**src/rtl/present_iter_core.sv**
```systemverilog
`default_nettype none
// +----------------------------------------------------------------------------+
// | Module      : present_iter_core                                            |
// | Description : Iterative PRESENT-80/128 cipher, one round per clock.        |
// |               Decryption (PRESENT_DEC_EN) rolls the key forward, then back.|
// | Revision    : 1.0 - initial release                                        |
// +----------------------------------------------------------------------------+
module present_iter_core #(
  parameter int KEY_W  = 80,
  parameter int ROUNDS = 31
) (
  input  logic             clk,
  input  logic             rst_n,
  input  logic             in_valid,
  output logic             in_ready,
  input  logic [63:0]      in_data,
  input  logic [KEY_W-1:0] in_key,
  input  logic             in_dec,
  output logic             out_valid,
  input  logic             out_ready,
  output logic [63:0]      out_data,
  output logic             busy
);

  localparam logic [63:0] c_SBOX     = 64'h21748FE3DA09B65C;
  localparam logic [63:0] c_SBOX_INV = 64'hA970364BD21C8FE5;
  localparam int          c_CTR_LSB  = (KEY_W == 128) ? 62 : 15;
  localparam logic [4:0]  c_LAST     = 5'(ROUNDS);

  if ((KEY_W != 80) && (KEY_W != 128)) begin : g_key_w_check
    $error("present_iter_core: KEY_W must be 80 or 128");
  end

  typedef enum logic [2:0] {
    S_IDLE = 3'd0,
    S_KEXP = 3'd1,
    S_ENC  = 3'd2,
    S_DEC  = 3'd3,
    S_DONE = 3'd4
  } state_t;

  function automatic logic [63:0] s_layer(input logic [63:0] x);
    logic [63:0] y;
    for (int n = 0; n < 16; n++) y[4*n +: 4] = c_SBOX[4*x[4*n +: 4] +: 4];
    return y;
  endfunction

  // Bit i moves to 16*i mod 63; bit 63 stays put.
  function automatic logic [63:0] p_layer(input logic [63:0] x);
    logic [63:0] y;
    for (int i = 0; i < 63; i++) y[(16*i) % 63] = x[i];
    y[63] = x[63];
    return y;
  endfunction

  function automatic logic [KEY_W-1:0] key_fwd(input logic [KEY_W-1:0] k, input logic [4:0] c);
    logic [KEY_W-1:0] t;
    t = {k[KEY_W-62:0], k[KEY_W-1:KEY_W-61]};
    t[KEY_W-1 -: 4] = c_SBOX[4*t[KEY_W-1 -: 4] +: 4];
    if (KEY_W == 128) t[KEY_W-5 -: 4] = c_SBOX[4*t[KEY_W-5 -: 4] +: 4];
    t[c_CTR_LSB +: 5] = t[c_CTR_LSB +: 5] ^ c;
    return t;
  endfunction

`ifdef PRESENT_DEC_EN
  function automatic logic [63:0] s_inv_layer(input logic [63:0] x);
    logic [63:0] y;
    for (int n = 0; n < 16; n++) y[4*n +: 4] = c_SBOX_INV[4*x[4*n +: 4] +: 4];
    return y;
  endfunction

  function automatic logic [63:0] p_inv_layer(input logic [63:0] x);
    logic [63:0] y;
    for (int i = 0; i < 63; i++) y[i] = x[(16*i) % 63];
    y[63] = x[63];
    return y;
  endfunction

  function automatic logic [KEY_W-1:0] key_inv(input logic [KEY_W-1:0] k, input logic [4:0] c);
    logic [KEY_W-1:0] t;
    t = k;
    t[c_CTR_LSB +: 5] = t[c_CTR_LSB +: 5] ^ c;
    t[KEY_W-1 -: 4] = c_SBOX_INV[4*t[KEY_W-1 -: 4] +: 4];
    if (KEY_W == 128) t[KEY_W-5 -: 4] = c_SBOX_INV[4*t[KEY_W-5 -: 4] +: 4];
    return {t[60:0], t[KEY_W-1:61]};
  endfunction
`endif

  state_t           r_fsm, w_fsm_nxt;
  logic [63:0]      r_state, w_state_nxt;
  logic [KEY_W-1:0] r_key, w_key_nxt;
  logic [4:0]       r_ctr, w_ctr_nxt;
  logic [63:0]      r_out, w_out_nxt;

  logic [63:0]      w_rk;
  logic [63:0]      w_enc_blk;
  logic [KEY_W-1:0] w_key_fwd;
  logic             w_accept;

  assign w_rk      = r_key[KEY_W-1 -: 64];
  assign w_enc_blk = p_layer(s_layer(r_state ^ w_rk));
  assign w_key_fwd = key_fwd(r_key, r_ctr);

`ifdef PRESENT_DEC_EN
  logic [63:0]      w_dec_blk;
  logic [KEY_W-1:0] w_key_inv;
  assign w_dec_blk = s_inv_layer(p_inv_layer(r_state ^ w_rk));
  assign w_key_inv = key_inv(r_key, r_ctr);
`else
  logic w_dec_unused;
  assign w_dec_unused = in_dec;
`endif

  // rst_n gating keeps in_ready low for the whole reset window.
  assign in_ready  = (r_fsm == S_IDLE) && rst_n;
  assign w_accept  = in_valid && in_ready;
  assign out_valid = (r_fsm == S_DONE);
  assign busy      = (r_fsm != S_IDLE);
  assign out_data  = r_out;

  always_comb begin
    w_fsm_nxt   = r_fsm;
    w_state_nxt = r_state;
    w_key_nxt   = r_key;
    w_ctr_nxt   = r_ctr;
    w_out_nxt   = r_out;
    case (r_fsm)
      S_IDLE: begin
        if (w_accept) begin
          w_state_nxt = in_data;
          w_key_nxt   = in_key;
          w_ctr_nxt   = 5'd1;
`ifdef PRESENT_DEC_EN
          w_fsm_nxt   = in_dec ? S_KEXP : S_ENC;
`else
          w_fsm_nxt   = S_ENC;
`endif
        end
      end
      S_ENC: begin
        w_state_nxt = w_enc_blk;
        w_key_nxt   = w_key_fwd;
        if (r_ctr == c_LAST) begin
          w_out_nxt = w_enc_blk ^ w_key_fwd[KEY_W-1 -: 64];
          w_fsm_nxt = S_DONE;
        end else begin
          w_ctr_nxt = r_ctr + 5'd1;
        end
      end
`ifdef PRESENT_DEC_EN
      S_KEXP: begin
        w_key_nxt = w_key_fwd;
        // Counter parks at the last round so DEC can count straight back down.
        if (r_ctr == c_LAST) w_fsm_nxt = S_DEC;
        else                 w_ctr_nxt = r_ctr + 5'd1;
      end
      S_DEC: begin
        w_state_nxt = w_dec_blk;
        w_key_nxt   = w_key_inv;
        if (r_ctr == 5'd1) begin
          w_out_nxt = w_dec_blk ^ w_key_inv[KEY_W-1 -: 64];
          w_fsm_nxt = S_DONE;
        end else begin
          w_ctr_nxt = r_ctr - 5'd1;
        end
      end
`endif
      S_DONE: begin
        if (out_ready) w_fsm_nxt = S_IDLE;
      end
      default: w_fsm_nxt = S_IDLE;
    endcase
  end

  always_ff @(posedge clk or negedge rst_n) begin
    if (!rst_n) begin
      r_fsm   <= S_IDLE;
      r_state <= '0;
      r_key   <= '0;
      r_ctr   <= '0;
      r_out   <= '0;
    end else begin
      r_fsm   <= w_fsm_nxt;
      r_state <= w_state_nxt;
      r_key   <= w_key_nxt;
      r_ctr   <= w_ctr_nxt;
      r_out   <= w_out_nxt;
    end
  end

endmodule
`default_nettype wire

```
**config.mk**
```make
export PLATFORM = sky130hd
export DESIGN_NAME = present_iter_core
export DESIGN_NICKNAME = d
export VERILOG_FILES = /design/src/rtl/present_iter_core.sv
export SDC_FILE = /design/constraint.sdc
export NUM_CORES = 1
export LEC_CHECK = 0
export CORE_ASPECT_RATIO = 1.75
export CORE_UTILIZATION = 55
export CTS_CLUSTER_SIZE = 12
export DETAILED_ROUTE_END_ITERATION = 8
export HOLD_SLACK_MARGIN = 0.02
export PLACE_DENSITY = 0.93
export SLEW_MARGIN = 20
export SYNTH_ARGS = -nofsm -noshare
export SYNTH_HDL_FRONTEND = slang
export SYNTH_SLANG_ARGS = --single-unit
export TNS_END_PERCENT = 1
```
**constraint.sdc**
```tcl
create_clock -name clk -period 4.9 [get_ports clk]
set_input_delay 0.735 -clock clk [delete_from_list [all_inputs] [get_ports clk]]
set_output_delay 0.735 -clock clk [all_outputs]
set_load 0.03 [all_outputs]
```
Yosys cells after proc, flatten, opt, wreduce, memory -nomap -nowiden
Cells that the tools add are included.
{"block": "totals", "ff_bits": 216, "out_inout_bits": 67, "input_bits": 149, "word_cells": 53}
{"block": "classes", "n_bitwise": 3, "addsub": 1, "shifts": 17, "reduce_logical": 9, "eq_ne": 7, "mux": 11}
{"operator": "indexed part select 64 x 7 -> 4 bit (first input constant)", "n": 17}
{"operator": "one-hot mux 80 bit (2 select lines)", "n": 1}
{"operator": "one-hot mux 64 bit (2 select lines)", "n": 1}
{"operator": "bitwise XOR 64 bit", "n": 2}
{"operator": "two-way mux 80 bit", "n": 1}
{"operator": "two-way mux 64 bit", "n": 1}
{"operator": "two-way mux 5 bit", "n": 2}
{"operator": "one-hot mux 5 bit (2 select lines)", "n": 1}
{"operator": "two-way mux 3 bit", "n": 3}
{"operator": "one-hot mux 3 bit (3 select lines)", "n": 1}
{"operator": "inequality test 2 bit (second input constant)", "n": 3}
{"operator": "AND reduction 3 bit", "n": 2}
{"operator": "adder 5 x 1 -> 5 bit (second input constant)", "n": 1}
{"operator": "equality test 5 bit (second input constant)", "n": 1}
{"operator": "bitwise XOR 5 bit", "n": 1}
{"operator": "AND reduction 2 bit", "n": 2}
{"operator": "equality test 3 x 2 -> 1 bit (second input constant)", "n": 1}
{"operator": "equality test 3 bit (second input constant)", "n": 1}
{"operator": "logical NOT 3 bit", "n": 1}
{"operator": "nonzero test 3 bit", "n": 1}
{"operator": "logical AND 1 bit", "n": 2}
{"operator": "inequality test 2 x 1 -> 1 bit (second input constant)", "n": 1}
{"operator": "nonzero test 2 bit", "n": 1}

Depth between registers and ports, before layout
Gate-level depths: netlist (run 1).
{"block": "logic_depth", "depth_word": 5, "depth_mapped": 9, "ltp_nobuf": 7}

Least setup slack after synthesis (run 1)
OpenSTA, ideal clock, no wires.
{"block": "synth_timing", "kind": "flip-flop to flip-flop", "from": "register r_key[56]", "to": "register r_state[42]", "t_arrival_ps": 1964, "stages_incl_launch_ff": 6, "n_path_buf": 0, "slack_ps": 2810, "synth_period_minus_slack_ps": 2090, "setup_ps": 126, "required_time_ps": 4774, "path_cell_list": "dfrtp_1 -> xnor2_1 -> inv_1 -> ha_1 -> mux4_2 -> a221o_1"}
{"block": "synth_between", "elab_chain_cells": 3}
{"item": "start, declared", "line_no": "91", "text": "logic [KEY_W-1:0] r_key, w_key_nxt;"}
{"item": "start signal, assigned", "line_no": "185", "text": "r_key <= w_key_nxt;"}
{"item": "bitwise XOR 64 bit", "line_no": "101", "text": "assign w_enc_blk = p_layer(s_layer(r_state ^ w_rk));"}
{"item": "indexed part select 64 x 7 -> 4 bit", "line_no": "44", "text": "for (int n = 0; n < 16; n++) y[4*n +: 4] = c_SBOX[4*x[4*n +: 4] +: 4];"}
{"item": "one-hot mux 64 bit (2 select lines)", "line_no": "127", "text": "case (r_fsm)"}
{"item": "end signal, assigned", "line_no": "184", "text": "r_state <= w_state_nxt;"}
{"item": "end, declared", "line_no": "90", "text": "logic [63:0] r_state, w_state_nxt;"}
Every way passes these cells.
A chain may end at the register's enable or synchronous reset.

Worst setup path after layout (run 1)
{"block": "layout_timing", "from": "register r_fsm[2]", "to": "output out_valid"}
{"block": "layout_between", "elab_chain_cells": 1}
{"item": "start, declared", "line_no": "89", "text": "state_t r_fsm, w_fsm_nxt;"}
{"item": "start signal, assigned", "line_no": "183", "text": "r_fsm <= w_fsm_nxt;"}
{"item": "equality test 3 bit", "line_no": "117", "text": "assign out_valid = (r_fsm == S_DONE);"}
{"item": "end, declared", "line_no": "19", "text": "output logic out_valid,"}
Every way passes these cells.

==> run metrics, run 1 <==
outcome finished, final reports clean; number of synthesized flops with an enable pin 0; Synth area leaders sky130_fd_sc_hd__dfrtp_1 (41%), sky130_fd_sc_hd__ha_1 (9.9%), sky130_fd_sc_hd__nor2_1 (6.0%), sky130_fd_sc_hd__mux4_2 (5.2%), sky130_fd_sc_hd__xnor2_1 (4.2%); CTS Root Buffer Type sky130_fd_sc_hd__clkbuf_16; DP Wirelength 31700 um; Final setup violation count 0; max-slew violation total from the final report 0; fraction of final layout cells with drive strength greater than 1 0.0793; worst-path maximum fanout 33; Worst-Skew Late Latency 0.52 ns; count of antenna-violating nets left after detailed routing 0; worst reg2reg setup slack ~2.3 ns; Max Clock Freq 294 MHz; number of gates resized after CTS 0; antenna diode count 0; Port Buffer Count 214; starting density of the core 0.560; CTS tree built; number of setup buffers added after CTS 0; cell accounting for the most synthesized area sky130_fd_sc_hd__dfrtp_1; final hold viol count 0; count of unresolved DRC violations after routing 0; cell with the largest stage delay on the worst path sky130_fd_sc_hd__dfrtp_2; setup TNS 0 ns; worst-margin pin slew 0.981 ns; total vias in the final route 11200; Primary FF master, synth sky130_fd_sc_hd__dfrtp_1; Layout fillers 1624; RSZ-0062 raised after global routing false; global-route wire length before repair 65100 um; number of nets produced by synthesis 1531; P&R area growth vs syn 23.0%; fraction of post-synthesis cell area in the top cell type by area 0.414; maximum number of pins on one net before global-route repair 163; crit end category output port; YS warnings 0; placeable core region 0.0232 mm^2; I/O pin total 216; final net count 1708; part of the Yosys area used for sequential elements 0.414; post-synthesis instance area 0.0130 mm^2; H-tree levels 1; overall routing resource usage 0.361; Placement Cell Area 0.0153 mm^2; via/cell ratio 6.35; iteration-0 DRC count of the detailed router between 1000 and 1500; arrival time at the worst endpoint about 2.7 ns; full die area between 0.02 and 0.025 mm^2; number of violations of the max-capacitance limit 0; via count of the first global-routing pass 11200; total of hold buffers inserted after clock tree synthesis 0; critical path data required time 4.16 ns; synthesized instance count about 1300; floorplan die height 205 um; antenna violations before repair 0; Total Routed Length 43500 um; buffer depth of the longest clock path 3; delay of the slowest cell on the worst path around 0.73 ns; number of sinks on the clock net roughly 220; total non-filler cell area in the finished layout 0.0160 mm^2; highest-count cells in the layout ignoring fill and taps sky130_fd_sc_hd__dfrtp_1 (214), sky130_fd_sc_hd__clkdlybuf4s50_1 (213), sky130_fd_sc_hd__nor2_1 (207), sky130_fd_sc_hd__ha_1 (103), sky130_fd_sc_hd__nand2_1 (88); global-route congestion overflow total 0; clock buffers created by TritonCTS 22; post-synthesis async set-or-reset flop share 1.00; list of cells traversed by the critical path buf_4 > nand2b_1 > inv_1 > clkdlybuf4s50_1; type of the worst min-delay path input port to asynchronous set/reset pin; worst clock skew on the final layout 0.0179 ns; startpoint kind of the worst setup timing path register; count of TritonRoute iterations in the first routing pass 6; Min Hold Slack 0.187 ns; routed length per placed instance 24.7 um; synth unique cells 36; number of standard-cell rows in the floorplan 74; final critical path time including I/O delays and setup roughly 3.4 ns; Clk pin slew, worst setup/hold paths 0.06 ns; category of the most critical setup path register to output port; synthesized area per cell about 10 um^2; Tcrit/Tclk final 0.695; #FFs+latches synth 215; routability congestion estimate from global placement just under 1; utilization after layout 0.688; Slew HR 0.346; most common library cell in the layout ignoring fill and taps sky130_fd_sc_hd__dfrtp_1; Die W 118 um
[logic make-up after synthesis]
family / share of synthesized area
AND/OR/NAND/NOR: 0.0981
AO/OA/AOI/OAI: 0.158
multiplexers: 0.0757
flip-flops: 0.414
adder cells (fa/ha/maj): 0.0991
XOR/XNOR: 0.108
buffers and inverters: 0.0476
[per-layer routing]
metal	vias to the layer above	track usage	routed length (um)
met5	-	0	0
met1	5457	0.414	14700
met2	756	0.589	20800
met4	0	0.332	4590
met3	205	0.0457	3510
li1	4800	-	-
[state kept, by name (all words and copies together), names as in the netlist]
| register | cells |
|---|---|
| r_key | 80 |
| r_fsm | 2 |
| out_data | 64 |
| r_ctr | 5 |
| r_state | 64 |
[critical path: cells and delay by family, from the launching register on]
| family | cells | cell delay [ns] |
|---|---|---|
| buffers and inverters | 3 | 1.27 |
| DFF | 1 | 0.73 |
| and+or+nand+nor | 1 | 0.14 |
[final cells by class]
cell class / count / area (um^2) / area share
Clock inverter: 1 / 30.0 / 0.00188
Inverter: 71 / 267 / 0.0167
Multi-Input combinational cell: 919 / 7050 / 0.441
Timing Repair Buffer: 227 / 2260 / 0.141
Clock buffer: 29 / 628 / 0.0393
Tap cell: 304 / 380 / 0.0238
Sequential cell: 215 / 5380 / 0.337
[worst paths after layout]
check | from | end | depth (start not counted)
min in group clk | out_data[26] | out_data[26] | 2
hold reg to reg | out_data[26] | out_data[26] | 2
max in group asynchronous | rst_n | r_state[2] | 2
setup reg to reg | r_fsm[2] | r_key[30] | 5
setup / recovery | r_fsm[2] | out_valid | 4
hold / removal | rst_n | r_key[64] | 1
[cells in the mapped netlist (all sizes together), types with 22 or more instances]
| cell type | count |
|---|---|
| a21oi | 31 |
| a221o | 46 |
| a22oi | 52 |
| buf | 33 |
| clkbuf | 41 |
| dfrtp | 215 |
| ha | 103 |
| inv | 71 |
| mux2i | 23 |
| mux4 | 33 |
| nand2 | 90 |
| nor2 | 210 |
| o21ai | 74 |
| o221ai | 22 |
| o22ai | 72 |
| xnor2 | 70 |
| xor2 | 66 |
[metrics by stage]
step / setup WS, ns / std cells
finish: 1.50 / 1766
global route: 1.49 / 1766
CTS: 1.57 / 1766
detailed placement: 1.90 / 1736
global placement: 1.98 / 1736
floorplan: 2.81 / 1279
Power of run 1 is left out: the tool's default activity adds up to more than one toggle a clock period on the data nets, which glitch-free logic cannot reach.
==> run 2, diff against run 1 <==
--- a/config.mk
+++ b/config.mk
@@ -6,11 +6,11 @@
 export NUM_CORES = 1
 export LEC_CHECK = 0
 export CORE_ASPECT_RATIO = 1.75
-export CORE_UTILIZATION = 55
+export CORE_UTILIZATION = 54
 export CTS_CLUSTER_SIZE = 12
 export DETAILED_ROUTE_END_ITERATION = 8
 export HOLD_SLACK_MARGIN = 0.02
-export PLACE_DENSITY = 0.93
+export PLACE_DENSITY = 0.92
 export SLEW_MARGIN = 20
 export SYNTH_ARGS = -nofsm -noshare
 export SYNTH_HDL_FRONTEND = slang
==> constraint.sdc (replaced) <==
create_clock -name clk -period 3.2 [get_ports clk]
set_input_delay 0.48 -clock clk [delete_from_list [all_inputs] [get_ports clk]]
set_output_delay 0.48 -clock clk [all_outputs]
set_load 0.03 [all_outputs]
==> run 2 against run 1 <==
Clock skew up 0.0010 ns. Via count grew 0.84%. Non-clock buffer count rose by 4. Highest routed layer unchanged.
==> run metrics, run 2 (synthesis gave the netlist of run 1 again) <==
antenna violations before repair 0 (unchanged); worst reg2reg setup slack 0.59 ns (-1.71 ns); most common library cell in the layout ignoring fill and taps sky130_fd_sc_hd__dfrtp_1; list of cells traversed by the critical path or2_1 > nor2_1 > clkdlybuf4s50_1; Min Hold Slack 0.387 ns (+0.200 ns); maximum number of pins on one net before global-route repair 163 (unchanged); start point of the critical path r_fsm[2]; final hold viol count 0 (unchanged); worst-path maximum fanout 7 (-79%); met3 Use GR 0.0522 (+0.00647); register name with the most flops r_key; full die area 0.0247 mm^2 (+1.8%); total vias in the final route 11300 (+0.84%); antenna diode count 0 (unchanged); worst-margin pin slew 0.890 ns (-0.0907 ns); global-route congestion overflow total 0 (unchanged); Clk pin slew, worst setup/hold paths 0.06 ns (about the same); most congested layer reported by global routing met2; worst clock skew on the final layout 0.0189 ns (+0.00100 ns); final critical path time including I/O delays and setup 2.63 ns; worst flop-to-flop path startpoint r_key[44]; buffer depth of the longest clock path 3 (unchanged); placeable core region 0.0235 mm^2 (+1.2%); number of sinks on the clock net 215 (unchanged); arrival time at the worst endpoint 2.15 ns (-0.52 ns); I/O pin total 216 (unchanged); fraction of final layout cells with drive strength greater than 1 0.0812 (+0.00183); DP Wirelength 32200 um (+1.7%); startpoint kind of the worst setup timing path register; final net count 1712 (+0.23%); Final setup violation count 0 (unchanged); outcome finished, final reports clean; max-slew violation total from the final report 0 (unchanged); number of standard-cell rows in the floorplan 74 (unchanged); via count of the first global-routing pass 11500 (+2.5%); max FFs per register 80 (unchanged); utilization after layout 0.683 (-0.00552); highest-count cells in the layout ignoring fill and taps sky130_fd_sc_hd__dfrtp_1 (214), sky130_fd_sc_hd__clkdlybuf4s50_1 (213), sky130_fd_sc_hd__nor2_1 (207), sky130_fd_sc_hd__ha_1 (103), sky130_fd_sc_hd__nand2_1 (88); Slew HR 0.406 (+0.0605); met2 global-route usage 0.585 (-0.00325); count of antenna-violating nets left after detailed routing 0 (unchanged); routed length per placed instance 24.9 um (+0.83%); number of gates resized after CTS 0 (unchanged); routability congestion estimate from global placement 0.938 (-2.8%); CTS tree built; setup TNS 0 ns (unchanged); category of the most critical setup path register to output port; met1 Resource Use GR 0.402 (-0.0115); Tcrit/Tclk final 0.823; Total Routed Length 44000 um (+1.1%); overall routing resource usage 0.359 (-0.00137); iteration-0 DRC count of the detailed router 1221 (-3.2%); clock buffers created by TritonCTS 22 (unchanged); starting density of the core 0.553 (-0.00661); CTS Root Buffer Type sky130_fd_sc_hd__clkbuf_16; count of TritonRoute iterations in the first routing pass 5 (-1); RSZ-0062 raised after global routing false; type of the worst min-delay path input port to asynchronous set/reset pin; number of violations of the max-capacitance limit 0 (unchanged); H-tree levels 1 (unchanged); global-route wire length before repair 66500 um (+2.2%); cell with the largest stage delay on the worst path sky130_fd_sc_hd__clkdlybuf4s50_1; via/cell ratio 6.39 (+0.61%); P&R area growth vs syn 23.4%; delay of the slowest cell on the worst path 0.67 ns (-0.06 ns); Worst-Skew Late Latency 0.52 ns (about the same); critical path data required time 2.72 ns (-1.44 ns); count of unresolved DRC violations after routing 0 (unchanged); crit end category output port; Max Clock Freq 380 MHz; Layout fillers 1695 (+4.4%); floorplan die height 207 um (+0.91%); Port Buffer Count 214 (unchanged); worst reg-to-reg path cell count 6 (+1); Die W 119 um (+0.90%); reg-to-reg endpoint out_data[55]
[run 2: cell type report]
class,instances,area [um^2],share of cell area
tap,304,380,0.0237
clock inverter,1,30.0,0.00187
inverter,71,267,0.0166
clock buffer,29,628,0.0391
timing repair buffer,231,2330,0.145
sequential,215,5380,0.335
multi-input combinational,919,7040,0.439
[run 2: timing repair]
action	in CTS	in global routing
endpoints found under the hold margin	17	0
buffers inserted	0	0
hold buffers	1	0
[run 2: worst max-delay path: cells and delay by family, from the launching register on]
family	cells	cell delay (ns)
and+or+nand+nor	2	0.50
buffers and inverters	1	0.67
DFF	1	0.47
[run 2: worst max-delay path by stage]
stage | to | cells after the start
after global placement | r_state[4] | 7
final | in_ready | 3
after CTS | in_ready | 3
after floorplan | r_state[42] | 5
after detailed placement | r_state[5] | 7
after global routing | in_ready | 3
[run 2: metal layers]
metal	up-vias	wire length, um
met2	788	20800
met3	227	4050
met1	5477	14000
li1	4820	-
met4	0	5080
met5	-	0
[run 2: stage by stage]
stage,instance area [um^2],instances,worst slack (ns)
after detailed placement,15400,1739,0.633
after CTS,16100,1770,0.574
after global placement,15400,1739,0.689
after floorplan,13000,1279,1.11
final,16100,1770,0.566
after global routing,16100,1770,0.531
Power of run 2 is left out for the same reason.
==> run 3, diff against run 2 <==
==> constraint.sdc (replaced) <==
create_clock -name clk -period 2.7 [get_ports clk]
set_input_delay 0.405 -clock clk [delete_from_list [all_inputs] [get_ports clk]]
set_output_delay 0.405 -clock clk [all_outputs]
set_load 0.03 [all_outputs]
==> run 3 against run 2 <==
Critical path depth increased by 3. Clock skew is 0.0097 ns lower. Register-to-register slack lost 0.41 ns. First-iteration DRC count up 19%. Sequential cell count is the same.
==> run metrics, run 3 (synthesis gave the netlist of run 1 again) <==
via count of the first global-routing pass 11700 (+2.1%); startpoint kind of the worst setup timing path register; arrival time at the worst endpoint 2.90 ns (+0.75 ns); max FFs per register 80 (unchanged); starting density of the core 0.553 (unchanged); routed length per placed instance 25.2 um (+1.3%); count of antenna-violating nets left after detailed routing 0 (unchanged); overall routing resource usage 0.366 (+0.00651); list of cells traversed by the critical path xnor2_1 > inv_1 > ha_1 > mux4_2 > xor2_1 > o21ai_0; Final setup violation count 0 (unchanged); number of violations of the max-capacitance limit 0 (unchanged); Port Buffer Count 214 (unchanged); Total Routed Length 44900 um (+1.9%); Tcrit/Tclk final 0.934; outcome finished, final reports clean; worst-margin pin slew 1.00 ns (+0.112 ns); register name with the most flops r_key; count of TritonRoute iterations in the first routing pass 6 (+1); number of standard-cell rows in the floorplan 74 (unchanged); fraction of final layout cells with drive strength greater than 1 0.0880 (+0.00684); crit end category register; count of placed standard cells including taps 1749 (+0.58%); antenna violations before repair 0 (unchanged); worst-path maximum fanout 5 (-2); CTS tree built; final critical path time including I/O delays and setup 2.52 ns; end point of the critical path out_data[22]; final net count 1721 (+0.53%); I/O pin total 216 (unchanged); iteration-0 DRC count of the detailed router 1451 (+19%); cell with the largest stage delay on the worst path sky130_fd_sc_hd__mux4_2; highest-count cells in the layout ignoring fill and taps sky130_fd_sc_hd__dfrtp_1 (214), sky130_fd_sc_hd__clkdlybuf4s50_1 (212), sky130_fd_sc_hd__nor2_1 (207), sky130_fd_sc_hd__ha_1 (103), sky130_fd_sc_hd__nand2_1 (88); RSZ-0062 raised after global routing false; crit-path leading delay family XOR/XNOR gates; category of the most critical setup path register to register; Worst-Skew Late Latency 0.51 ns (about the same); Clk pin slew, worst setup/hold paths 0.06 ns (about the same); H-tree levels 1 (unchanged); P&R area growth vs syn 23.8%; buffer depth of the longest clock path 3 (unchanged); start point of the critical path r_key[40]; full die area 0.0247 mm^2 (unchanged); global-route wire length before repair 67800 um (+1.9%); delay of the slowest cell on the worst path 0.54 ns (-0.13 ns); via/cell ratio 6.43 (+0.56%); most common library cell in the layout ignoring fill and taps sky130_fd_sc_hd__dfrtp_1; number of sinks on the clock net 215 (unchanged); buffers and inverters on the worst path 1 (unchanged); worst reg-to-reg path cell count 6 (unchanged); total vias in the final route 11400 (+1.2%); type of the worst min-delay path input port to asynchronous set/reset pin; Layout fillers 1703 (+0.47%); reg-to-reg endpoint out_data[22]; final hold viol count 0 (unchanged); worst reg2reg setup slack 0.18 ns (-0.41 ns); Die W 119 um (unchanged); Slew HR 0.330 (-0.0766); worst flop-to-flop path startpoint r_key[40]; setup TNS 0 ns (unchanged); maximum number of pins on one net before global-route repair 62 (-62%); floorplan die height 207 um (unchanged); Max Clock Freq roughly 400 MHz; total of hold buffers inserted after clock tree synthesis 0 (-1); critical path data required time 3.08 ns (+0.36 ns); global-route congestion overflow total 0 (unchanged); routability congestion estimate from global placement 0.993 (+5.9%); clock buffers created by TritonCTS 22 (unchanged); count of unresolved DRC violations after routing 0 (unchanged); final cell count without fillers 1781 (+0.62%); DP Wirelength 33200 um (+3.2%); antenna diode count 0 (unchanged); max-slew violation total from the final report 0 (unchanged); Critical Path Stages 6 (+3); CTS Root Buffer Type sky130_fd_sc_hd__clkbuf_16; placeable core region 0.0235 mm^2 (unchanged); worst clock skew on the final layout 0.00920 ns (-0.00965 ns)
[run 3: changes by cell type in the layout (fill, tap and decap cells not counted), sizes merged]
cell and change:
buf +11, clkbuf +2, clkdlybuf4s50 -1, dlygate4sd3 -1
[run 3: worst min path at each step]
stage,startpoint,end,slack (ns),cells after the start
global placement,out_data[32],out_data[32],0.46,2
floorplan,rst_n,out_data[0],0.11,0
finish,rst_n,out_data[13],0.07,2
CTS,rst_n,out_data[13],0.08,2
global route,rst_n,out_data[10],0.11,2
detailed placement,out_data[41],out_data[41],0.47,2
[run 3: per-layer routing]
layer,global-route usage,part of all wire,vias to the layer above
li1,-,-,4842
met1,0.408,0.32,5558
met2,0.608,0.48,838
met3,0.0519,0.093,208
met4,0.317,0.11,0
met5,0,0,-
[run 3: repair_timing]
item | in CTS | in global routing
setup endpoints to repair | 0 | 1
setup buffers | 0 | 0
resized for setup | 0 | 1
[run 3: layout make-up]
cell class	count	area, um^2	share of cell area
tap	304	380	0.0236
inverter	71	267	0.0166
sequential	215	5380	0.334
clock inverter	1	30.0	0.00186
multi-input combinational	919	7040	0.437
timing repair buffer	240	2380	0.148
clock buffer	31	626	0.0389
[run 3: per-stage QoR]
stage	instance area [um^2]	hold slack (ns)	utilization	setup WS, ns
global route	16100	0.114	0.685	0.111
global placement	15400	0.461	0.657	0.163
CTS	16100	0.0775	0.685	0.196
detailed placement	15400	0.473	0.657	0.122
finish	16100	0.0652	0.685	0.178
floorplan	13000	0.109	-	0.610
Power of run 3 is left out for the same reason.
